**src/rtl/conv_pool_stream_if.sv**
```systemverilog
// rtl/conv_pool_stream_if.sv - input/output stream handshake bundle for conv_pool_stream
interface conv_pool_stream_if #(
  parameter int IN_W   = 16,
  parameter int OUT_W  = 16,
  parameter int ADDR_W = 16
);
  logic                     in_valid;
  logic signed [IN_W-1:0]   in_data;
  logic                     in_ready;
  logic                     out_valid;
  logic                     out_ready;
  logic signed [OUT_W-1:0]  out_data;
  logic [ADDR_W-1:0]        out_addr;
  logic [1:0]               history;

  modport master (
    output in_valid, in_data, out_ready,
    input  in_ready, out_valid, out_data, out_addr, history
  );

  modport slave (
    input  in_valid, in_data, out_ready,
    output in_ready, out_valid, out_data, out_addr, history
  );
endinterface

```
**src/rtl/conv_pool_stream.sv**
```systemverilog
// rtl/conv_pool_stream.sv - raster conv-result stream, optional ReLU, 2x2 max/avg pool, scale and saturate
module conv_pool_stream #(
  parameter int IN_W    = 16,
  parameter int OUT_W   = 16,
  parameter int FMAP    = 16,
  parameter int RELU_EN = 1,
  parameter int SHIFT   = 0,
  parameter int ADDR_W  = 16
) (
  input  logic clk,
  input  logic reset,
  input  logic start,
  input  logic mode_avg,
  conv_pool_stream_if.slave bus,
  output logic busy,
  output logic done
);
  localparam int HALF      = FMAP / 2;
  localparam int CW        = (FMAP > 2) ? $clog2(FMAP) : 1;
  localparam int HW        = (HALF > 1) ? $clog2(HALF) : 1;
  localparam int PW        = IN_W + 2;
  localparam int SW        = (PW > OUT_W) ? PW : OUT_W;
  localparam int LAST_ADDR = HALF * HALF - 1;
  localparam logic signed [SW-1:0] SAT_MAX = SW'((64'sd1 <<< (OUT_W - 1)) - 64'sd1);
  localparam logic signed [SW-1:0] SAT_MIN = ~SAT_MAX;

  typedef enum logic [1:0] {S_IDLE, S_RUN, S_DONE} state_t;

  state_t                  r_state, w_state_nxt;
  logic [CW-1:0]           r_col, r_row;
  logic                    r_last_in;
  logic                    r_mode;
  logic signed [IN_W-1:0]  r_pair;
  logic signed [IN_W:0]    r_lb_val [HALF];
  logic                    r_lb_idx [HALF];
  logic                    r_out_valid;
  logic signed [OUT_W-1:0] r_out_data;
  logic [ADDR_W-1:0]       r_out_addr;
  logic [ADDR_W-1:0]       r_addr_cnt;
  logic [1:0]              r_hist;

  logic                    w_in_ready, w_accept, w_produce, w_out_fire, w_start_frame;
  logic signed [IN_W-1:0]  w_x;
  logic signed [IN_W:0]    w_pair_val, w_top_val;
  logic                    w_pair_idx, w_top_idx;
  logic [HW-1:0]           w_lb_sel;
  logic signed [PW-1:0]    w_pooled;
  logic [1:0]              w_hist;
  logic signed [SW-1:0]    w_scaled;
  logic signed [OUT_W-1:0] w_sat;

  assign w_in_ready    = (r_state == S_RUN) & ~(r_out_valid & ~bus.out_ready) & ~r_last_in;
  assign w_accept      = bus.in_valid & w_in_ready;
  assign w_produce     = w_accept & r_row[0] & r_col[0];
  assign w_out_fire    = r_out_valid & bus.out_ready;
  assign w_start_frame = (r_state == S_IDLE) & start;
  assign w_lb_sel      = HW'(r_col >> 1);

  assign bus.in_ready  = w_in_ready;
  assign bus.out_valid = r_out_valid;
  assign bus.out_data  = r_out_data;
  assign bus.out_addr  = r_out_addr;
  assign bus.history   = r_hist;

  always_ff @(posedge clk or posedge reset) begin
    if (reset) r_state <= S_IDLE;
    else       r_state <= w_state_nxt;
  end

  always_comb begin
    w_state_nxt = r_state;
    busy        = 1'b0;
    done        = 1'b0;
    case (r_state)
      S_IDLE: if (start) w_state_nxt = S_RUN;
      S_RUN: begin
        busy = 1'b1;
        if (w_out_fire && (r_out_addr == ADDR_W'(LAST_ADDR))) w_state_nxt = S_DONE;
      end
      S_DONE: begin
        done        = 1'b1;
        w_state_nxt = S_IDLE;
      end
      default: w_state_nxt = S_IDLE;
    endcase
  end

  // Horizontal pair reduction; the left sample wins ties so the lower index is kept.
  always_comb begin
    w_x        = ((RELU_EN != 0) && (bus.in_data < 0)) ? '0 : bus.in_data;
    w_pair_val = '0;
    w_pair_idx = 1'b0;
    if (r_mode) begin
      w_pair_val = {r_pair[IN_W-1], r_pair} + {w_x[IN_W-1], w_x};
    end else if (w_x > r_pair) begin
      w_pair_val = {w_x[IN_W-1], w_x};
      w_pair_idx = 1'b1;
    end else begin
      w_pair_val = {r_pair[IN_W-1], r_pair};
    end
  end

  // Vertical combine with the buffered top pair, then scale and clamp.
  always_comb begin
    w_top_val = r_lb_val[w_lb_sel];
    w_top_idx = r_lb_idx[w_lb_sel];
    w_pooled  = '0;
    w_hist    = 2'd0;
    if (r_mode) begin
      w_pooled = (PW'(w_top_val) + PW'(w_pair_val)) >>> 2;
    end else if (w_pair_val > w_top_val) begin
      w_pooled = PW'(w_pair_val);
      w_hist   = {1'b1, w_pair_idx};
    end else begin
      w_pooled = PW'(w_top_val);
      w_hist   = {1'b0, w_top_idx};
    end
    w_scaled = SW'(w_pooled) >>> SHIFT;
    if (w_scaled > SAT_MAX)      w_sat = OUT_W'(SAT_MAX);
    else if (w_scaled < SAT_MIN) w_sat = OUT_W'(SAT_MIN);
    else                         w_sat = OUT_W'(w_scaled);
  end

  always_ff @(posedge clk or posedge reset) begin
    if (reset) begin
      r_col       <= '0;
      r_row       <= '0;
      r_last_in   <= 1'b0;
      r_mode      <= 1'b0;
      r_pair      <= '0;
      r_out_valid <= 1'b0;
      r_out_data  <= '0;
      r_out_addr  <= '0;
      r_addr_cnt  <= '0;
      r_hist      <= 2'd0;
      for (int i = 0; i < HALF; i++) begin
        r_lb_val[i] <= '0;
        r_lb_idx[i] <= 1'b0;
      end
    end else begin
      if (w_start_frame) begin
        r_col      <= '0;
        r_row      <= '0;
        r_last_in  <= 1'b0;
        r_addr_cnt <= '0;
        r_mode     <= mode_avg;
      end else if (w_accept) begin
        if (r_col == CW'(FMAP - 1)) begin
          r_col <= '0;
          if (r_row == CW'(FMAP - 1)) begin
            r_row     <= '0;
            r_last_in <= 1'b1;
          end else begin
            r_row <= r_row + 1'b1;
          end
        end else begin
          r_col <= r_col + 1'b1;
        end
        if (!r_col[0]) begin
          r_pair <= w_x;
        end else if (!r_row[0]) begin
          r_lb_val[w_lb_sel] <= w_pair_val;
          r_lb_idx[w_lb_sel] <= w_pair_idx;
        end
      end

      if (w_produce) begin
        r_out_valid <= 1'b1;
        r_out_data  <= w_sat;
        r_out_addr  <= r_addr_cnt;
        r_hist      <= w_hist;
        r_addr_cnt  <= r_addr_cnt + 1'b1;
      end else if (w_out_fire) begin
        r_out_valid <= 1'b0;
        r_out_data  <= '0;
        r_out_addr  <= '0;
        r_hist      <= 2'd0;
      end
    end
  end
endmodule

```
**src/flat_wrapper.sv**
```systemverilog
// flat-port wrapper written by rule: the top's interface ports become plain ports
module conv_pool_stream_flat 
#(
  parameter int IN_W    = 16,
  parameter int OUT_W   = 16,
  parameter int FMAP    = 16,
  parameter int RELU_EN = 1,
  parameter int SHIFT   = 0,
  parameter int ADDR_W  = 16
)
  (clk, reset, start, mode_avg, busy, done, bus_in_valid, bus_in_data, bus_out_ready, bus_in_ready, bus_out_valid, bus_out_data, bus_out_addr, bus_history);
  conv_pool_stream_if #(.IN_W(IN_W), .OUT_W(OUT_W), .ADDR_W(ADDR_W)) bus_i ();
  input  logic clk;
  input  logic reset;
  input  logic start;
  input  logic mode_avg;
  output logic busy;
  output logic done;
  input wire logic [$bits(bus_i.in_valid)-1:0] bus_in_valid;
  input wire logic [$bits(bus_i.in_data)-1:0] bus_in_data;
  input wire logic [$bits(bus_i.out_ready)-1:0] bus_out_ready;
  output wire logic [$bits(bus_i.in_ready)-1:0] bus_in_ready;
  output wire logic [$bits(bus_i.out_valid)-1:0] bus_out_valid;
  output wire logic [$bits(bus_i.out_data)-1:0] bus_out_data;
  output wire logic [$bits(bus_i.out_addr)-1:0] bus_out_addr;
  output wire logic [$bits(bus_i.history)-1:0] bus_history;
  assign bus_i.in_valid = bus_in_valid;
  assign bus_i.in_data = bus_in_data;
  assign bus_i.out_ready = bus_out_ready;
  assign bus_in_ready = bus_i.in_ready;
  assign bus_out_valid = bus_i.out_valid;
  assign bus_out_data = bus_i.out_data;
  assign bus_out_addr = bus_i.out_addr;
  assign bus_history = bus_i.history;
  conv_pool_stream #(.IN_W(IN_W), .OUT_W(OUT_W), .FMAP(FMAP), .RELU_EN(RELU_EN), .SHIFT(SHIFT), .ADDR_W(ADDR_W)) u_core (.clk(clk), .reset(reset), .start(start), .mode_avg(mode_avg), .bus(bus_i), .busy(busy), .done(done));
endmodule
```
**config.mk**
```make
export PLATFORM = sky130hd
export DESIGN_NAME = conv_pool_stream_flat
export DESIGN_NICKNAME = d
export VERILOG_FILES = /design/src/rtl/conv_pool_stream_if.sv /design/src/rtl/conv_pool_stream.sv /design/src/flat_wrapper.sv
export SDC_FILE = /design/constraint.sdc
export NUM_CORES = 1
export LEC_CHECK = 0
export ABC_AREA = 1
export CORE_ASPECT_RATIO = 0.6
export CORE_MARGIN = 5
export CORE_UTILIZATION = 66
export DETAILED_ROUTE_END_ITERATION = 7
export GPL_TIMING_DRIVEN = 1
export PLACE_DENSITY_LB_ADDON = 0.15
export SLEW_MARGIN = 20
export SYNTH_ARGS = -nofsm -noshare
export SYNTH_HDL_FRONTEND = slang
export SYNTH_SLANG_ARGS = --single-unit
```
**constraint.sdc**
```tcl
create_clock -name clk -period 19 [get_ports clk]
set_input_delay 3.8 -clock clk [delete_from_list [all_inputs] [get_ports clk]]
set_output_delay 3.8 -clock clk [all_outputs]
set_load 0.005 [all_outputs]
```
After elaboration in Yosys (flattened, before gate mapping)
Index checks and enable logic that the tools add are counted.

$add $sub $neg: 5. $lt $le $gt $ge: 7. Equality and inequality tests: 7. Multiplexer cells: 48. Bitwise gates (word level): 15. Reduce and logical (&&, ||, !) cells: 13.

Operator list (count): $bwmux 136 (1); $mux 16 (8); $mux 17 (5); $bmux 17 s3 (1); $demux 17 s3 (1); $mux 18 (2); $mux 4 (7); $add 17x17->18 (1); $gt 18x16->1 const B (1); $lt 18x16->1 const B (1); $add 16x16->17 (1); $gt 17x17->1 (1); $add 16x1->16 const B (1); $eq 16x6->1 const B (1); $gt 16x16->1 (1); $lt 16x1->1 const B (1); $mux 1 (13); $mux 2 (6); $reduce_bool 2->1 (5); $add 4x1->4 const B (2); $and 1x1->1 (8); $bwmux 8 (1); $eq 4x4->1 const B (2); $not 1->1 (6); other kinds (14) (18).

Bits in registers: 223. Bits of input ports: 22. Output and inout port bits: 38. Logic and storage cells: 122.

Logic depth before layout (Yosys ltp)
Gate-level depths: netlist of the first run.

Depth in word-level cells: 12. Depth in mapped cells: 34. Depth with buffers taken out: 31.

Least setup slack after synthesis of the first run
OpenSTA, ideal clock, no wires.

Path kind: input to output. Start: input bus_out_ready. End: output bus_in_ready. Arrival: 3969 ps. Data required time: 15200 ps. Path slack: 11231 ps. Stages on the path: 2. Buffers on the path: 0. Path through: nor2_1 nor3_2.

Word-level cells in the longest chain between the ends: 5.

Ends and longest elaborated chain: from (decl) (RTL line flat_wrapper.sv:21) `input wire logic [$bits(bus_i.out_ready)-1:0] bus_out_ready;`; $not 1->1 (RTL line conv_pool_stream.sv:52) `assign w_in_ready = (r_state == S_RUN) & ~(r_out_valid & ~bus.out_ready) & ~r_last_in;`; $and 1x1->1 (RTL line conv_pool_stream.sv:52); $not 1->1 (RTL line conv_pool_stream.sv:52); $and 1x1->1 (2 in a row) (RTL line conv_pool_stream.sv:52); to (decl) (RTL line flat_wrapper.sv:22) `output wire logic [$bits(bus_i.in_ready)-1:0] bus_in_ready;`.

No other way between the ends.

Final worst setup path of the first run
Start: input bus_in_data[15]. End: register u_core.r_out_data[12], in the netlist u_core.bus.out_data[12].

Word-level cells in the longest chain between the ends: 12. Elaborated cells between the ends (all ways): 15. Classes of those cells: 2 x add/sub; 5 x order compare; 8 x mux.

Ends and longest elaborated chain: from (decl) (RTL line flat_wrapper.sv:20) `input wire logic [$bits(bus_i.in_data)-1:0] bus_in_data;`; $lt 16x1->1 * (RTL line conv_pool_stream.sv:90) `w_x = ((RELU_EN != 0) && (bus.in_data < 0)) ? '0 : bus.in_data;`; $mux 16 * (RTL line conv_pool_stream.sv:90); via u_core.w_x[4] (RTL line conv_pool_stream.sv:43) `logic signed [IN_W-1:0] w_x;`; $gt 16x16->1 (RTL line conv_pool_stream.sv:95) `end else if (w_x > r_pair) begin`; $mux 17 (RTL line conv_pool_stream.sv:95); $mux 17 * (RTL line conv_pool_stream.sv:93) `if (r_mode) begin`; via u_core.w_pair_val[14] (RTL line conv_pool_stream.sv:44) `logic signed [IN_W:0] w_pair_val, w_top_val;`; $gt 17x17->1 (RTL line conv_pool_stream.sv:111) `end else if (w_pair_val > w_top_val) begin`; $mux 18 (RTL line conv_pool_stream.sv:111); $mux 18 * (RTL line conv_pool_stream.sv:109) `if (r_mode) begin`; $lt 18x16->1 (RTL line conv_pool_stream.sv:120) `else if (w_scaled < SAT_MIN) w_sat = OUT_W'(SAT_MIN);`; $mux 16 (RTL line conv_pool_stream.sv:120); $mux 16 * (RTL line conv_pool_stream.sv:119) `if (w_scaled > SAT_MAX) w_sat = OUT_W'(SAT_MAX);`; $mux 16 * (RTL line conv_pool_stream.sv:167) `if (w_produce) begin`; to (signal assigned) (RTL line conv_pool_stream.sv:169) `r_out_data <= w_sat;`; to (decl) (RTL line conv_pool_stream.sv:37) `logic signed [OUT_W-1:0] r_out_data;`.

Mark *: on every way through the listed nets, which the timed path passes. The rest lies on a longest branch. A chain may end at the register's enable or synchronous reset.

==> metrics.yaml, run 1 <==
status: "finished clean"
stdcell_area_um2: 13700
worstPathRequired_ns: 19.43
holdCritStartpoint: "u_core.r_lb_val[78]"
syn2layout_area_growth_pct: 11.4
cts.sinks: 214
die_area_um2: 21500
grt_max_degree: 145
cts_hold_buf: 0
max_freq_mhz: 106
synthCells: 1570
rsz0062_at_grt: "false"
grt_pass1_vias: 10900
post-route-period-util: 0.496
syn_area_um2: 12300
antenna_found_initial: 0
die_w_um: 186
dr.pass1.iters: 6
crit_type: "input pin to flop"
synth.most_common_cell: "nand2_1"
drc: 0
path_clk_slew_ns: 0.07
synth_top_family_by_area: "simple AND/OR/NAND/NOR gates"
synth_edf_count: 0
wl_mm: 36.0
critPathLaunchType: "input pin"
r2r_setup_slack_ns: 13.26
grt_overflow: 0
holdPathStages: 2
synth_mux_area_frac: 0
relSlewSlack: 0.249
synth_simple_gate_area_frac: 0.247
routed-via-count: 11300
setup_viol: 0
diodes: 0
synth_ff_type: "dfrtp_1"
hpwlAfterDp_mm: 23.9
synth_cell_types: 61
grt_usage: 0.338
p_per_area_nw_per_um2: 192
drt_iter0_drc: 1483
vias_per_cell: 6.09
ys_seq_area_frac: 0.437
post_cts_resized: 0
synth_compound_area_frac: 0.162
cp_max_fo: 20
yosys.area_share.xor_xnor: 0.0107
drv_cap: 0
final_layout_size_suffix_gt1_frac: 0.0664
endpoint_kind: "flop"
tightest_slew_ns: 1.12
final_nets: 1683
die_h_um: 116
critPathArrivalTime_ns: 9.86
initial_core_util: 0.675
leakage_uw: 0.00675
ir_worst_vdd_mv: 0.189
netlist_top_cells_count: "nand2_1 (468), dfrtp_1 (214), o21ai_0 (175), inv_1 (164), nor2_1 (80)"
antenna_left: 0
synthDominantCellAreaShare: 0.437
hold_viol: 0
grt_pass1_wl_mm: 58.0
min_to: "u_core.r_lb_val[78]"
cts_inserted_buffers: 21
htree_levels: 1
post_dp_cell_area_um2: 12900
finalClockSkew_ns: 0.0274
finalSetupTns_ns: 0
min_path_type: "flop to flop"
clk_path_buf_depth: 3
core_um2: 18200
synthTopCellsByArea: "dfrtp_1 (44%), nand2_1 (14%), o21ai_0 (7.1%)"
synth.largest_area_cell: "dfrtp_1"
cts_tree: "yes"
place_congestion: 0.933
r2r_start: "u_core.r_col[1]"
r2r_cells: 16
synth_fa_ha_area_frac: 0.0653
min_period_ns: 9.43
synth_async_sr_flop_share: 1.00
wl_per_cell_um: 19.4
syn_avg_cell_area_um2: 7.81
cts-root-buf: "clkbuf_16"
worstSkewPairLatency_ns: 0.52
rows: 38
postCtsSetupRepairBufs: 0
synth_nets: 1656
report.final.slew_viol_count: 0
synth_warnings: 0
r2r_end: "u_core.bus.out_data[12]"
portBuffers: 59
synth-seq-cells: 214
io-pin-count: 60
==> area by class of cell <==
cell class / instances / area (µm²)
inverters: 177 / 679
clock buffers: 28 / 602
multi-input cells: 1118 / 5950
clock inverters: 10 / 139
repair buffers: 65 / 636
fillers: 1351 / 4500
flip-flops and latches: 214 / 5360
well taps: 240 / 300
==> power breakdown <==
part	internal [µW]	leakage [µW]	total [µW]	switching (µW)
Sequential	594	0.00286	686	92.4
Clock	265	0.000364	456	191
Combinational	466	0.00352	1480	1010
Total	1330	0.00675	2620	1300
==> flip-flops by register name, indices dropped and copies added (netlist names), 2 cells and up <==
signal,count
u_core.r_addr_cnt,16
u_core.r_lb_val,128
u_core.bus.out_addr,16
u_core.bus.history,2
u_core.r_state,2
u_core.r_row,4
u_core.bus.out_data,16
u_core.r_col,4
u_core.r_lb_idx,8
u_core.r_pair,15
==> metrics by stage <==
step                hold slack (ns)   util  instances  total power (µW)  setup WS (ns)
floorplan                     0.440      -       1570              1700           9.35
global placement              0.453  0.711       1814              2080           9.38
detailed placement            0.464  0.711       1814              2100           9.20
CTS                           0.480  0.752       1852              2570           9.70
global route                  0.505  0.752       1852              2800           9.06
finish                        0.484  0.752       1852              2620           9.57
==> layer usage <==
metal	wire, µm	track usage	share of wire	vias to the layer above
li1	-	-	-	5225
met1	16500	0.523	0.46	5366
met2	14700	0.479	0.41	632
met3	4140	0.0903	0.11	62
met4	659	0.0747	0.018	0
met5	0	0	0	-
==> worst max-delay path, stage by stage <==
cell,delay (ns)
clkdlybuf4s50_1,0.79
inv_2,0.15
nand2_1,0.12
inv_1,0.08
ha_1,0.42
nand2_1,0.10
nor2_2,0.13
inv_1,0.06
nor2_1,0.09
nand2_1,0.08
nand3_2,0.09
nand2_2,0.18
inv_2,0.34
nand2_1,0.11
a22oi_2,0.57
ha_1,0.38
inv_1,0.16
nand4_1,0.18
nor3b_1,0.27
nand4_2,0.37
nand2_2,0.56
nand3_2,0.39
o21ai_0,0.28
inv_1,0.06
nand2_1,0.06
==> worst max-delay path by stage <==
stage,from,end,slack [ns],cells after the start
4_1_cts,bus_in_data[15],u_core.bus.out_data[12],9.70,25
6_report,bus_in_data[15],u_core.bus.out_data[12],9.57,25
3_3_place_gp,bus_in_data[15],u_core.bus.out_data[12],9.38,25
2_1_floorplan,reset,u_core.bus.history[0],9.35,1
5_1_grt,bus_in_data[15],u_core.bus.out_data[13],9.06,25
3_5_place_dp,bus_in_data[15],u_core.bus.out_data[12],9.20,25
==> logic make-up (layout without fill, tap and decap cells) <==
family                     count (synthesis)  after routing
adders and majority gates                 64             64
AOI/OAI and AO/OA                        336            336
and+or+nand+nor                          703            703
buffers and inverters                    238            280
xor gates and xnor gates                  15             15
DFF                                      214            214
==> cell usage in the layout (no fill, tap or decap), types with 3 or more instances in the layout <==
master,Yosys,layout
clkdlybuf4s50_1,0,59
o31ai_1,3,3
a22o_1,3,3
nor4_1,13,13
ha_1,64,64
o22ai_1,23,23
bufinv_16,0,3
nor2_2,3,4
o211ai_1,10,10
nand2_1,468,467
nand2_2,12,13
a21oi_1,75,75
o21a_1,3,3
a32o_1,15,15
dfrtp_1,214,214
nor2_1,80,79
inv_2,11,11
clkbuf_8,0,5
nor3_1,21,21
nand3_1,69,69
o221ai_1,3,3
a31oi_1,3,3
clkinv_2,0,3
o21bai_1,3,3
nor2_4,4,4
or2_2,5,5
xor2_1,15,15
o21ai_0,175,175
buf_4,6,6
nand4_1,7,7
inv_1,164,163
clkbuf_16,0,21
nand3_2,9,9
Power figures use the tool's default switching activity.
==> run 2, diff against run 1 <==
--- a/config.mk
+++ b/config.mk
@@ -8,7 +8,7 @@
 export ABC_AREA = 1
 export CORE_ASPECT_RATIO = 0.6
 export CORE_MARGIN = 5
-export CORE_UTILIZATION = 66
+export CORE_UTILIZATION = 61
 export DETAILED_ROUTE_END_ITERATION = 7
 export GPL_TIMING_DRIVEN = 1
 export PLACE_DENSITY_LB_ADDON = 0.15
==> constraint.sdc (replaced) <==
create_clock -name clk -period 9.6 [get_ports clk]
set_input_delay 1.92 -clock clk [delete_from_list [all_inputs] [get_ports clk]]
set_output_delay 1.92 -clock clk [all_outputs]
set_load 0.005 [all_outputs]
==> metrics.yaml, run 2 (same netlist as run 1, synthesis figures left out) <==
status: "finished clean"
r2r_start: "u_core.r_col[1]"
clk_path_buf_depth: 3
relSlewSlack: 0.284
hold_viol: 0
finalClockSkew_ns: 0.0189
rows: 40
busiest_layer: "met1"
portBuffers: 59
htree_levels: 1
antenna_left: 0
die_area_um2: 23100
n_fill_cell: 1657
grt_usage: 0.304
place_congestion: 0.981
holdCritStartpoint: "u_core.r_addr_cnt[14]"
tightest_slew_ns: 1.07
grt_max_degree: 93
stdcell_area_um2: 13700
hpwlAfterDp_mm: 23.9
finalSetupTns_ns: 0
antenna_found_initial: 0
die_w_um: 193
p_per_area_nw_per_um2: 372
cpLargestDelayFamily: "simple AND/OR/NAND/NOR gates"
cts.sinks: 214
crit_type: "input pin to flop"
grt_overflow: 0
dr.pass1.iters: 5
vias_per_cell: 5.92
critPathLaunchType: "input pin"
slowest_stage: "clkdlybuf4s50_1"
final_cell_mix: "nand2_1 (467), dfrtp_1 (214), o21ai_0 (175), inv_1 (163), nor2_1 (79)"
holdWs_ns: 0.475
largest_register_ffs: 128
drt_iter0_drc: 1328
grt_pass1_vias: 10500
ir_worst_vdd_mv: 0.309
initial_core_util: 0.617
report.final.slew_viol_count: 0
cpMostUsedCell: "nand2_1"
cts-root-buf: "clkbuf_16"
min_path_type: "flop to flop"
routed-via-count: 11200
slowest_delay_ns: 0.62
use_met2: 0.411
worstPathRequired_ns: 10.05
diodes: 0
cp_max_fo: 20
regMostFlops: "u_core.r_lb_val"
grt_util_met1: 0.487
cts_inserted_buffers: 22
critPathArrivalTime_ns: 7.96
io-pin-count: 60
final_layout_size_suffix_gt1_frac: 0.0663
worstSkewPairLatency_ns: 0.52
post_dp_cell_area_um2: 13000
wl_per_cell_um: 18.5
critPathLaunch: "bus_in_data[15]"
drv_cap: 0
wl_mm: 35.0
syn2layout_area_growth_pct: 11.5
cts_hold_buf: 0
leakage_uw: 0.00673
setup_viol: 0
post_cts_resized: 0
crit_path_cell_trace: "clkdlybuf4s50_1, nor2_1, ha_1, nand2_1, nand2_1, nand2_1, nand2_1, a21oi_1, nand3_2, nand2_2, inv_2, o311ai_4, ha_1, inv_1, nand2_1, nor3_1, nand4_1, nor3b_1, nand4_2, nand2_2, nand3_2, o21ai_0, inv_1, nand2_1"
final_nets: 1685
core_um2: 19900
crit_buf_inv: 4
die_h_um: 120
drc: 0
grt_pass1_wl_mm: 56.2
max_freq_mhz: 133
endpoint_kind: "flop"
post-route-period-util: 0.783
min_period_ns: 7.52
rsz0062_at_grt: "false"
postCtsSetupRepairBufs: 0
final_common_cell: "nand2_1"
cts_tree: "yes"
grtUsageMet3: 0.0852
path_clk_slew_ns: 0.06
run 2: final cells by class:
cell class                      count  area, µm²  area share
Timing Repair Buffer               66        643      0.0471
Tap cell                          273        342      0.0250
Sequential cell                   214       5360       0.392
Inverter                          177        674      0.0494
Multi-Input combinational cell   1118       5950       0.435
Clock inverter                      9       75.1     0.00549
Clock buffer                       31        624      0.0457
run 2: final timing paths:
check / to / slack (ns) / depth (start not counted)
worst max register to register: u_core.bus.out_data[13] / 3.99 / 18
max in group asynchronous: u_core.r_addr_cnt[3] / 6.40 / 3
worst max-delay path: u_core.bus.out_data[13] / 2.08 / 24
worst min-delay path: u_core.r_addr_cnt[14] / 0.48 / 1
worst min register to register: u_core.r_addr_cnt[14] / 0.48 / 1
min in group asynchronous: u_core.r_lb_val[3] / 1.88 / 2
run 2: layer usage:
layer | part of all wire | wire length, µm
met3 | 0.11 | 3880
met2 | 0.40 | 14100
met5 | 0 | 0
met4 | 0.016 | 576
met1 | 0.47 | 16400
run 2: where the power goes:
part | internal (µW) | total, µW | switching, µW
Clock | 461 | 828 | 368
Combinational | 922 | 2900 | 1980
Sequential | 1180 | 1350 | 177
run 2: per-stage QoR:
| step | setup slack, ns | power, µW | util | instances |
|---|---|---|---|---|
| final | 2.08 | 5080 | 0.688 | 1888 |
| after global routing | 1.62 | 5460 | 0.688 | 1888 |
| after CTS | 2.26 | 5000 | 0.688 | 1888 |
| after detailed placement | 1.77 | 4150 | 0.652 | 1848 |
| after global placement | 1.91 | 4100 | 0.652 | 1848 |
| after floorplan | 1.83 | 3370 | - | 1570 |
==> run 3, diff against run 2 <==
--- a/config.mk
+++ b/config.mk
@@ -8,7 +8,7 @@
 export ABC_AREA = 1
 export CORE_ASPECT_RATIO = 0.6
 export CORE_MARGIN = 5
-export CORE_UTILIZATION = 61
+export CORE_UTILIZATION = 55
 export DETAILED_ROUTE_END_ITERATION = 7
 export GPL_TIMING_DRIVEN = 1
 export PLACE_DENSITY_LB_ADDON = 0.15
==> constraint.sdc (replaced) <==
create_clock -name clk -period 6.6 [get_ports clk]
set_input_delay 1.32 -clock clk [delete_from_list [all_inputs] [get_ports clk]]
set_output_delay 1.32 -clock clk [all_outputs]
set_load 0.005 [all_outputs]
==> metrics.yaml, run 3 (same netlist as run 1, synthesis figures left out) <==
status: "finished clean"
vias_per_cell: 5.71
cts_hold_buf: 0
worstPathRequired_ns: 7.05
power_uw: 7600
postCtsSetupRepairBufs: 0
rsz0062_at_grt: "false"
p_seq_frac: 0.259
finalClockSkew_ns: 0.0198
cpLargestDelayFamily: "simple AND/OR/NAND/NOR gates"
wl_per_cell_um: 18.0
p_sw_uw: 3690
dr.pass1.iters: 5
dpl_worst_slack_ns: 0.233
post_cts_resized: 0
r2r_start: "u_core.r_col[1]"
initial_core_util: 0.558
regMostFlops: "u_core.r_lb_val"
grt_pass1_wl_mm: 55.5
critPathLaunchType: "input pin"
htree_levels: 1
ir_worst_vdd_mv: 0.339
hold_viol: 0
final_cell_mix: "nand2_1 (467), dfrtp_1 (214), o21ai_0 (175), inv_1 (163), nor2_1 (79)"
cp_max_fo: 12
antenna_left: 0
io-pin-count: 60
intPower_uw: 3910
drc: 0
grt_overflow: 0
cpMostUsedCell: "nand2_1"
grt_usage: 0.268
critPathArrivalTime_ns: 6.46
final_nets: 1706
path_clk_slew_ns: 0.06
p_sw_frac: 0.486
post-route-period-util: 0.910
grt_pass1_vias: 9980
clockPowerShare: 0.170
hpwlAfterDp_mm: 24.1
cts_tree: "yes"
drt_iter0_drc: 1147
diodes: 0
min_period_ns: 6.01
comb_power_share: 0.571
rows: 42
cts-root-buf: "clkbuf_16"
max_freq_mhz: 166
crit_type: "input pin to flop"
worstSkewPairLatency_ns: 0.53
slowest_stage: "clkdlybuf4s50_1"
leakage_uw: 0.00685
crit_buf_inv: 5
portBuffers: 59
tightest_slew_ns: 1.24
critPathLaunch: "bus_in_data[15]"
antenna_found_initial: 1
endpoint_kind: "flop"
min_path_type: "flop to flop"
clk_path_buf_depth: 3
die_h_um: 126
setup_viol: 0
core_um2: 22000
die_area_um2: 25500
p_per_area_nw_per_um2: 547
final_common_cell: "nand2_1"
report.final.slew_viol_count: 0
finalSetupTns_ns: 0
dp_cells: 1882
fin_ws_ns: 0.593
drv_cap: 0
grt_max_degree: 158
holdCritStartpoint: "u_core.r_lb_val[48]"
routed-via-count: 11000
relSlewSlack: 0.164
final_layout_size_suffix_gt1_frac: 0.0795
largest_register_ffs: 128
stdcell_count: 1922
wl_mm: 34.6
syn2layout_area_growth_pct: 13.4
die_w_um: 203
cts.sinks: 214
place_congestion: 0.961
slowest_delay_ns: 0.55
cts_inserted_buffers: 22
==> run 3: cell types whose count changed in the layout (fill, tap and decap cells not counted), sizes merged <==
cell      delta
buf         +21
clkbuf       -1
inv          -1
bufinv       +2
clkinvlp     +2
clkinv       -2
==> run 3: through the flow <==
stage	util	area, µm²	hold slack (ns)
CTS	0.633	13900	0.483
global route	0.633	13900	0.494
floorplan	-	12300	0.440
finish	0.633	13900	0.482
global placement	0.598	13100	0.456
detailed placement	0.599	13200	0.464
==> run 3: path summary, 6_finish.rpt <==
check	end	slack (ns)	cells past startpoint
setup reg to reg	u_core.bus.out_data[12]	1.85	15
setup / recovery	u_core.bus.out_data[14]	0.59	27
hold reg to reg	u_core.r_lb_val[48]	0.48	2
max in group asynchronous	u_core.r_lb_idx[3]	4.56	3
min in group asynchronous	u_core.r_lb_val[34]	1.38	3
hold / removal	u_core.r_lb_val[48]	0.48	2
==> run 3: area by class of cell <==
type                    count  area [µm²]
multi-input cells        1118        5960
inverters                 177         671
flip-flops and latches    214        5360
clock inverters            10         124
well taps                 286         358
fillers                  1918        8070
repair buffers             87         813
clock buffers              30         621
==> run 3: power groups by stage <==
stage	sequential, µW	combinational [µW]	clock, µW
finish	1970	4340	1300
global route	2010	4800	1380
CTS	1960	4240	1320
detailed placement	1970	4220	0
global placement	1970	4170	0
floorplan	1920	2980	0
==> run 3: per-layer routing <==
metal  global-route usage  vias up  part of all wire
met5                    0        -                 0
met2                0.360      466              0.40
li1                     -     5268                 -
met4               0.0427        0             0.012
met1                0.446     5209              0.50
met3               0.0552       36             0.095
==> run 3: worst reg2reg max path, cell delays in order, from the launching register on <==
cell	delay, ns
dfrtp_1	0.38
inv_2	0.56
nor2_4	0.12
inv_2	0.33
nor2_1	0.09
nor4_1	1.00
ha_1	0.46
nor3_1	0.23
nand4_1	0.16
nor3b_1	0.26
nand4_2	0.15
nand2_2	0.24
nand3_2	0.32
o21ai_0	0.27
inv_1	0.06
nand2_1	0.06
